===== src/rtl/gate_test_pkg.sv =====
// rtl/gate_test_pkg.sv - gate select codes, sequencer states and expected-output function
package gate_test_pkg;

  localparam logic [2:0] GATE_AND  = 3'b000;
  localparam logic [2:0] GATE_OR   = 3'b001;
  localparam logic [2:0] GATE_NAND = 3'b010;
  localparam logic [2:0] GATE_NOR  = 3'b011;
  localparam logic [2:0] GATE_XOR  = 3'b100;
  localparam logic [2:0] GATE_XNOR = 3'b101;

  typedef enum logic [1:0] {
    ST_IDLE,
    ST_SETTLE,
    ST_SAMPLE,
    ST_DONE
  } state_t;

  function automatic logic sel_valid(input logic [2:0] sel);
    return sel <= GATE_XNOR;
  endfunction

  // Unknown codes return 0 so an invalid selection never looks like a match source.
  function automatic logic expected_out(input logic [2:0] sel, input logic a, input logic b);
    case (sel)
      GATE_AND:  return a & b;
      GATE_OR:   return a | b;
      GATE_NAND: return ~(a & b);
      GATE_NOR:  return ~(a | b);
      GATE_XOR:  return a ^ b;
      GATE_XNOR: return ~(a ^ b);
      default:   return 1'b0;
    endcase
  endfunction

endpackage


===== src/rtl/gate_expect.sv =====
// rtl/gate_expect.sv - combinational expected gate output for the current vector
module gate_expect
  import gate_test_pkg::*;
(
  input  logic [2:0] sel,
  input  logic       a,
  input  logic       b,
  output logic       y
);

  assign y = expected_out(sel, a, b);

endmodule


===== src/rtl/gate_test_seq.sv =====
// rtl/gate_test_seq.sv - exhaustive four-vector test sequencer for a socket of two-input gates
module gate_test_seq
  import gate_test_pkg::*;
#(
  parameter int NUM_GATES     = 4,
  parameter int SETTLE_CYCLES = 4
) (
  input  logic                 clk,
  input  logic                 reset,
  input  logic                 start,
  input  logic [2:0]           gate_sel,
  output logic [NUM_GATES-1:0] dut_a,
  output logic [NUM_GATES-1:0] dut_b,
  input  logic [NUM_GATES-1:0] dut_y,
  output logic                 busy,
  output logic                 done,
  output logic                 pass,
  output logic [NUM_GATES-1:0] gate_pass,
  output logic                 invalid_sel
);

  localparam int CW = $clog2(SETTLE_CYCLES);
  localparam logic [CW-1:0] CNT_LOAD = CW'(SETTLE_CYCLES - 1);

  state_t               state;
  logic [2:0]           sel_q;
  logic [1:0]           vec;
  logic [1:0]           vec_next;
  logic [CW-1:0]        cnt;
  logic [NUM_GATES-1:0] y_m;
  logic [NUM_GATES-1:0] y_s;
  logic                 exp_y;
  logic [NUM_GATES-1:0] pass_next;

  always_ff @(posedge clk or posedge reset) begin
    if (reset) begin
      y_m <= '0;
      y_s <= '0;
    end else begin
      y_m <= dut_y;
      y_s <= y_m;
    end
  end

  gate_expect u_expect (
    .sel (sel_q),
    .a   (vec[1]),
    .b   (vec[0]),
    .y   (exp_y)
  );

  assign pass_next = gate_pass & ~(y_s ^ {NUM_GATES{exp_y}});
  assign vec_next  = vec + 2'd1;

  always_ff @(posedge clk or posedge reset) begin
    if (reset) begin
      state       <= ST_IDLE;
      sel_q       <= GATE_AND;
      vec         <= 2'd0;
      cnt         <= '0;
      dut_a       <= '0;
      dut_b       <= '0;
      busy        <= 1'b0;
      done        <= 1'b0;
      pass        <= 1'b0;
      gate_pass   <= '0;
      invalid_sel <= 1'b0;
    end else begin
      done <= 1'b0;
      case (state)
        ST_IDLE: begin
          if (start) begin
            pass <= 1'b0;
            if (sel_valid(gate_sel)) begin
              sel_q       <= gate_sel;
              vec         <= 2'd0;
              gate_pass   <= '1;
              invalid_sel <= 1'b0;
              busy        <= 1'b1;
              dut_a       <= '0;
              dut_b       <= '0;
              cnt         <= CNT_LOAD;
              state       <= ST_SETTLE;
            end else begin
              invalid_sel <= 1'b1;
              gate_pass   <= '0;
              done        <= 1'b1;
              state       <= ST_DONE;
            end
          end
        end
        ST_SETTLE: begin
          if (cnt == '0) state <= ST_SAMPLE;
          else           cnt   <= cnt - 1'b1;
        end
        ST_SAMPLE: begin
          gate_pass <= pass_next;
          if (vec == 2'd3) begin
            // Outputs take their DONE values on entry so done and pass appear together.
            pass  <= &pass_next;
            done  <= 1'b1;
            busy  <= 1'b0;
            dut_a <= '0;
            dut_b <= '0;
            state <= ST_DONE;
          end else begin
            vec   <= vec_next;
            dut_a <= {NUM_GATES{vec_next[1]}};
            dut_b <= {NUM_GATES{vec_next[0]}};
            cnt   <= CNT_LOAD;
            state <= ST_SETTLE;
          end
        end
        ST_DONE: state <= ST_IDLE;
        default: state <= ST_IDLE;
      endcase
    end
  end

endmodule


===== config.mk =====
export PLATFORM = sky130hd
export DESIGN_NAME = gate_test_seq
export DESIGN_NICKNAME = d
export VERILOG_FILES = /design/src/rtl/gate_test_pkg.sv /design/src/rtl/gate_expect.sv /design/src/rtl/gate_test_seq.sv
export SDC_FILE = /design/constraint.sdc
export NUM_CORES = 1
export LEC_CHECK = 0
export ABC_AREA = 1
export CAP_MARGIN = 20
export CORE_MARGIN = 5
export CORE_UTILIZATION = 38
export CTS_BUF_LIST = sky130_fd_sc_hd__clkbuf_4
export DETAILED_ROUTE_END_ITERATION = 16
export GPL_TIMING_DRIVEN = 0
export SLEW_MARGIN = 15
export SYNTH_ARGS = -nofsm -noshare
export SYNTH_HDL_FRONTEND = slang
export SYNTH_SLANG_ARGS = --single-unit
export TNS_END_PERCENT = 5

===== constraint.sdc =====
create_clock -name clk -period 4.2 [get_ports clk]
set_clock_uncertainty 0.1 [all_clocks]
set_input_delay 0.63 -clock clk [delete_from_list [all_inputs] [get_ports clk]]
set_output_delay 0.63 -clock clk [all_outputs]
set_load 0.02 [all_outputs]

==> run summary, run 1 <==
Outcome: completed
Syn_area_per_cell: 9.19 um^2
Vias per cell: 4.67
Number of max-cap violations: 0
Grt met2 use: 21.5%
Sink Count: 27
Min-Delay Path Class: register to register
Crit. End Element: primary output
Core box area: 3340 um^2
HPWL after detailed placement: 2.03 mm
Met1 usage: 17.1%
# rows: 21
Worst IR drop on VDD: 0.266 mV
Clk root buf: clkbuf_4
CP Max Fanout: 5
Cts repair resizes: 0
Fin. max-slew vios: 0
Switching share of power: 43.0%
RSZ-0062 raised after global routing: false
Inserted Diodes: 0
Tcrit/Tclk final: 52.5%
Global-route wire length before repair: 4.62 mm
Area contributors post-synth: dfrtp_1 (52%), nand2_1 (7.5%), nand3_1 (5.4%)
CP Cell Sequence: buf_4, clkdlybuf4s50_1
Power per cell area: 680 nW/um^2
Starting DRT DRC Count: 38
GRT Max-Usage Layer: met2
Starting Density: 39.1%
Clock latency on the worst-skew pair: 0.33 ns
Leak pwr: 0.793 nW
TritonCTS buffer count: 3
Final WL: 2.58 mm
Warnings, synthesis: 0
Worst endpoint required time: 3.47 ns
Met3 Use GR: 2.92%
Clk pin slew, worst setup/hold paths: 0.15 ns
Slowest-stage cell, CP: clkdlybuf4s50_1
Category of the most critical setup path: register to primary output
Number of global-route vias before repair: 1043
Largest net degree at the start of global routing: 28
Detailed-route via count: 1018
Antenna viol nets, final: 0
Post-CTS Repair Setup Buffers: 0
Setup violators final: 0
Post-layout min period: 2.21 ns
Layout net count: 186
Comb pwr share: 54.2%
Max-slew headroom: 66.0%
Die ar.: 4710 um^2
Die W: 68.6 um
Setup_tns: 0 ns
Syn-to-layout area delta: 27.0%
Cells after synthesis: 142
CTS Buffer Depth: 2
Critical Path Start Type: register
Worst EP arrival: 1.48 ns
# hold bufs at CTS: 0
Fmax: 454 MHz
IO Count: 26
CTS tree: done
Mapped cell area: 1310 um^2
Synth area leader: dfrtp_1
Flops & latches, synth: 27
Drt drc: 0
Port bufs: 25
Switch Pwr: 484 uW
Flop pwr share: 35.7%
Hold slack final: 0.269 ns
Share of post-route cells with drive strength above 1: 18.6%
Final hold violations: 0
Grt ovf: 0
Mean routed wirelength per cell: 11.8 um
Top-area cell type share of the netlist area: 51.8%
Post-synthesis sequential area ratio: 51.8%
Detailed Routing Iterations Pass 1: 4
All-Layer GR Usage: 13.0%
Die height: 68.6 um
H-tree levels: 1
Initial antenna violation count: 0
Distinct cells, synth: 24
CP peak stage delay: 0.59 ns
Syn_nets: 155
Pint: 643 uW
Clk network pwr share: 10.1%
Slew @ Worst Pin: 0.507 ns
GPL Wtd Cong: 0.807
# fillers: 326
-- worst max-delay path: cells and delay by family (launching register included) --
family	cells	cell delay, ns
buf+inv	2	0.72
flops	1	0.43
-- cells in the final DEF (no fill, tap or decap) --
cell type        count
nor2_2               1
nand3_1             14
o211ai_1             2
a31oi_1              1
buf_4                6
inv_2                6
dfrtp_1             27
buf_8                1
o22ai_1              1
clkinv_1             1
nand3_2              4
o21ai_2              1
nor2_1               9
ha_1                 3
nand3b_1             1
nand2_1             26
nand2_2              4
o21ai_1              2
a21oi_1              4
inv_1               17
a22oi_1              1
nand4_1              1
o21ai_0              5
clkinvlp_4           1
clkbuf_4             3
nand4_4              1
clkdlybuf4s50_1     25
nor2_4               3
nor3_4               1
-- metrics by stage --
step	instances	power, mW	setup WS (ns)	instance area (um^2)	utilization (%)
finish	218	1.13	1.99	1660	49.7
detailed placement	213	1.02	2.11	1610	48.3
global placement	213	1.00	2.15	1610	48.3
global route	218	1.23	1.89	1660	49.7
floorplan	142	0.822	2.66	1310	-
CTS	217	1.14	1.96	1640	49.2
-- Yosys cell counts --
library cell  number
a21oi_1            4
a22oi_1            1
a31oi_1            1
buf_4              6
dfrtp_1           27
ha_1               3
inv_1             18
inv_2              6
nand2_1           26
nand2_2            4
nand3_1           14
nand3_2            4
nand3b_1           1
nand4_1            1
nand4_4            1
nor2_1             9
nor2_2             1
nor2_4             3
nor3_4             1
o211ai_1           2
o21ai_0            5
o21ai_1            2
o21ai_2            1
o22ai_1            1
-- path summary, 6_finish.rpt --
path	startpoint	end	slack (ns)	depth (start not counted)
setup / recovery	dut_a[2]	dut_a[2]	1.99	2
max in group asynchronous	reset	vec[0]	3.13	3
min in group asynchronous	reset	y_m[0]	0.45	2
hold / removal	y_m[2]	y_s[2]	0.27	0
hold reg to reg	y_m[2]	y_s[2]	0.27	0
setup reg to reg	vec[0]	pass	2.47	11
-- flip-flops by register name, indices dropped and copies added (netlist names) --
name / flops
gate_pass: 4
y_m: 4
y_s: 4
sel_q: 3
cnt: 2
state: 2
vec: 2
busy: 1
done: 1
dut_a: 1
dut_b: 1
invalid_sel: 1
pass: 1
-- layout make-up --
type / count / area (um^2) / share of cell area (%)
well taps: 46 / 57.6 / 3.47
clock buffers: 3 / 22.5 / 1.36
plain buffers: 6 / 45.0 / 2.72
flip-flops and latches: 27 / 676 / 40.8
clock inverters: 1 / 7.51 / 0.453
repair buffers: 26 / 265 / 16.0
inverters: 24 / 90.1 / 5.43
multi-input cells: 85 / 494 / 29.8
-- routing by layer --
metal	share of wire, %	vias up
met2	47	30
li1	-	510
met3	5.3	4
met1	46	474
met5	0	-
met4	1.2	0
-- power by group through the flow --
stage               clock network, mW  registers [mW]  logic, mW
global placement                    0           0.402      0.600
floorplan                           0           0.439      0.382
CTS                             0.121           0.404      0.617
detailed placement                  0           0.410      0.614
global route                    0.129           0.416      0.685
finish                          0.114           0.402      0.611
-- logic make-up after synthesis --
kind of cell | after synthesis | synth area share, %
AOI/OAI and AO/OA | 17 | 7.57
adders and majority gates | 3 | 2.88
buffers and inverters | 30 | 10.4
and+or+nand+nor | 65 | 27.4
DFF | 27 | 51.8
Note: power is estimated with default switching activity, not from simulation.
==> inputs of run 2 (changes only) <==
==> constraint.sdc (replaced) <==
create_clock -name clk -period 2.2 [get_ports clk]
set_clock_uncertainty 0.1 [all_clocks]
set_input_delay 0.33 -clock clk [delete_from_list [all_inputs] [get_ports clk]]
set_output_delay 0.33 -clock clk [all_outputs]
set_load 0.02 [all_outputs]
==> results of run 2 <==
The final DEF is identical to that of run 1. Status: completed.
Among the figures that moved: setup slack after placement 2.11 ns -> 0.410 ns; setup slack after layout 1.99 ns -> 0.295 ns; hold slack 0.269 ns -> 0.147 ns; register-to-register setup slack 2.47 ns -> 0.47 ns; total power 1.13 mW -> 2.15 mW; worst IR drop on VDD 0.266 mV -> 0.507 mV
==> inputs of run 3 (changes only) <==
--- a/config.mk
+++ b/config.mk
@@ -12,6 +12,7 @@
 export CTS_BUF_LIST = sky130_fd_sc_hd__clkbuf_4
 export DETAILED_ROUTE_END_ITERATION = 16
 export GPL_TIMING_DRIVEN = 0
+export RECOVER_POWER = 50
 export SLEW_MARGIN = 15
 export SYNTH_ARGS = -nofsm -noshare
 export SYNTH_HDL_FRONTEND = slang
==> constraint.sdc (replaced) <==
create_clock -name clk -period 2.1 [get_ports clk]
set_clock_uncertainty 0.1 [all_clocks]
set_input_delay 0.315 -clock clk [delete_from_list [all_inputs] [get_ports clk]]
set_output_delay 0.315 -clock clk [all_outputs]
set_load 0.02 [all_outputs]
==> run summary, run 3 (same netlist as run 1, synthesis figures left out) <==
Outcome: completed
Detailed Routing Iterations Pass 1: 4
Vias per cell: 4.69
Crit. End Element: primary output
Largest registers: gate_pass (4), y_m (4), y_s (4)
Fin. max-slew vios: 0
Worst EP arrival: 1.47 ns
Die height: 68.6 um
Setup violators final: 0
Final WL: 2.59 mm
Final hold violations: 0
Largest net degree at the start of global routing: 28
IO Count: 26
Max-slew headroom: 49.0%
# rows: 21
Setup_tns: 0 ns
Layout net count: 186
CP peak stage delay: 0.59 ns
Die W: 68.6 um
Share of post-route cells with drive strength above 1: 18.0%
Sink Count: 27
Tot Pwr: 2.25 mW
Power per cell area: 1370 nW/um^2
Grt ovf: 0
Syn-to-layout area delta: 26.2%
Slowest-stage cell, CP: clkdlybuf4s50_1
Post-CTS Repair Setup Buffers: 0
Clk pin slew, worst setup/hold paths: 0.15 ns
RSZ-0062 raised after global routing: false
Mean routed wirelength per cell: 11.9 um
Antenna viol nets, final: 0
Starting DRT DRC Count: 36
HPWL after detailed placement: 2.03 mm
Worst endpoint required time: 1.68 ns
H-tree levels: 1
All-Layer GR Usage: 13.0%
Tcrit/Tclk final: 89.9%
Cts repair resizes: 0
CTS Buffer Depth: 2
# hold bufs at CTS: 0
Clock latency on the worst-skew pair: 0.33 ns
Inserted Diodes: 0
Reg2Reg Setup Slack: 0.37 ns
Commonest non-fill, non-tap cell in the layout: dfrtp_1
CTS tree: done
Critical Path Start Type: register
Post-layout min period: 1.89 ns
Drt drc: 0
Port bufs: 25
Core box area: 3340 um^2
FF-to-FF path depth: 11
Starting Density: 39.1%
Number of max-cap violations: 0
CP Max Fanout: 5
Leak pwr: 0.788 nW
Detailed-route via count: 1023
R2R Path Start: vec[0]
Crit path buf inv count: 2
Initial antenna violation count: 0
CP Cell Sequence: buf_4, clkdlybuf4s50_1
GPL Wtd Cong: 0.807
Clk root buf: clkbuf_4
Number of global-route vias before repair: 1043
Global-route wire length before repair: 4.62 mm
Reg-to-reg endpoint: pass
Die ar.: 4710 um^2
Worst IR drop on VDD: 0.532 mV
Category of the most critical setup path: register to primary output
# fillers: 328
Min-Delay Path Class: primary input to async pin
Slew @ Worst Pin: 0.765 ns
Cell family with most CP delay: buffers and inverters
Worst path depth: 2
Fmax: 530 MHz
Most frequent cells in the layout: dfrtp_1 (27), nand2_1 (26), clkdlybuf4s50_1 (20)
TritonCTS buffer count: 3
## run 3: cell count changes in the layout (fill, tap and decap cells not counted), sizes merged
cell	previous run	this run
clkdlybuf4s50	25	20
buf	7	6
dlygate4sd3	0	5
clkbuf	3	4
## run 3: area by class of cell
type / count / area (um^2) / area share [%]
flip-flops and latches: 27 / 676 / 41.0
multi-input cells: 85 / 494 / 30.0
repair buffers: 26 / 254 / 15.4
inverters: 24 / 90.1 / 5.47
well taps: 46 / 57.6 / 3.50
plain buffers: 6 / 45.0 / 2.74
clock buffers: 3 / 22.5 / 1.37
clock inverters: 1 / 7.51 / 0.456
## run 3: report_power, final
part / internal (mW) / total (mW) / switching (mW) / leakage [nW]
sequential: 0.678 / 0.804 / 0.126 / 0.326
combinational: 0.531 / 1.22 / 0.687 / 0.448
clock: 0.0728 / 0.227 / 0.155 / 0.0139
total: 1.28 / 2.25 / 0.968 / 0.788
## run 3: how the worst max path moves through the flow
stage / endpoint / from / slack [ns]
floorplan: pass / vec[0] / 0.56
global placement: dut_a[2] / start / 0.36
detailed placement: dut_a[2] / start / 0.33
CTS: dut_a[2] / dut_a[2] / 0.17
global route: dut_a[2] / dut_a[2] / 0.11
finish: dut_a[2] / dut_a[2] / 0.21
## run 3: stage by stage
step / util (%) / cells / cell area (um^2) / hold slack (ns) / setup WS, ns
5_1_grt: 49.3 / 218 / 1650 / 0.277 / 0.107
4_1_cts: 49.2 / 217 / 1640 / 0.271 / 0.173
6_report: 49.3 / 218 / 1650 / 0.260 / 0.213
3_3_place_gp: 48.3 / 213 / 1610 / 0.233 / 0.362
3_5_place_dp: 48.3 / 213 / 1610 / 0.236 / 0.325
2_1_floorplan: - / 142 / 1310 / 0.231 / 0.564
## run 3: routing by layer
layer  GRT usage (%)  part of all wire, %  vias to the layer above
met3            2.92                  4.6                        2
met5               0                    0                        -
li1                -                    -                      510
met2            21.5                   48                       28
met1            17.1                   47                      483
met4            3.72                 0.81                        0
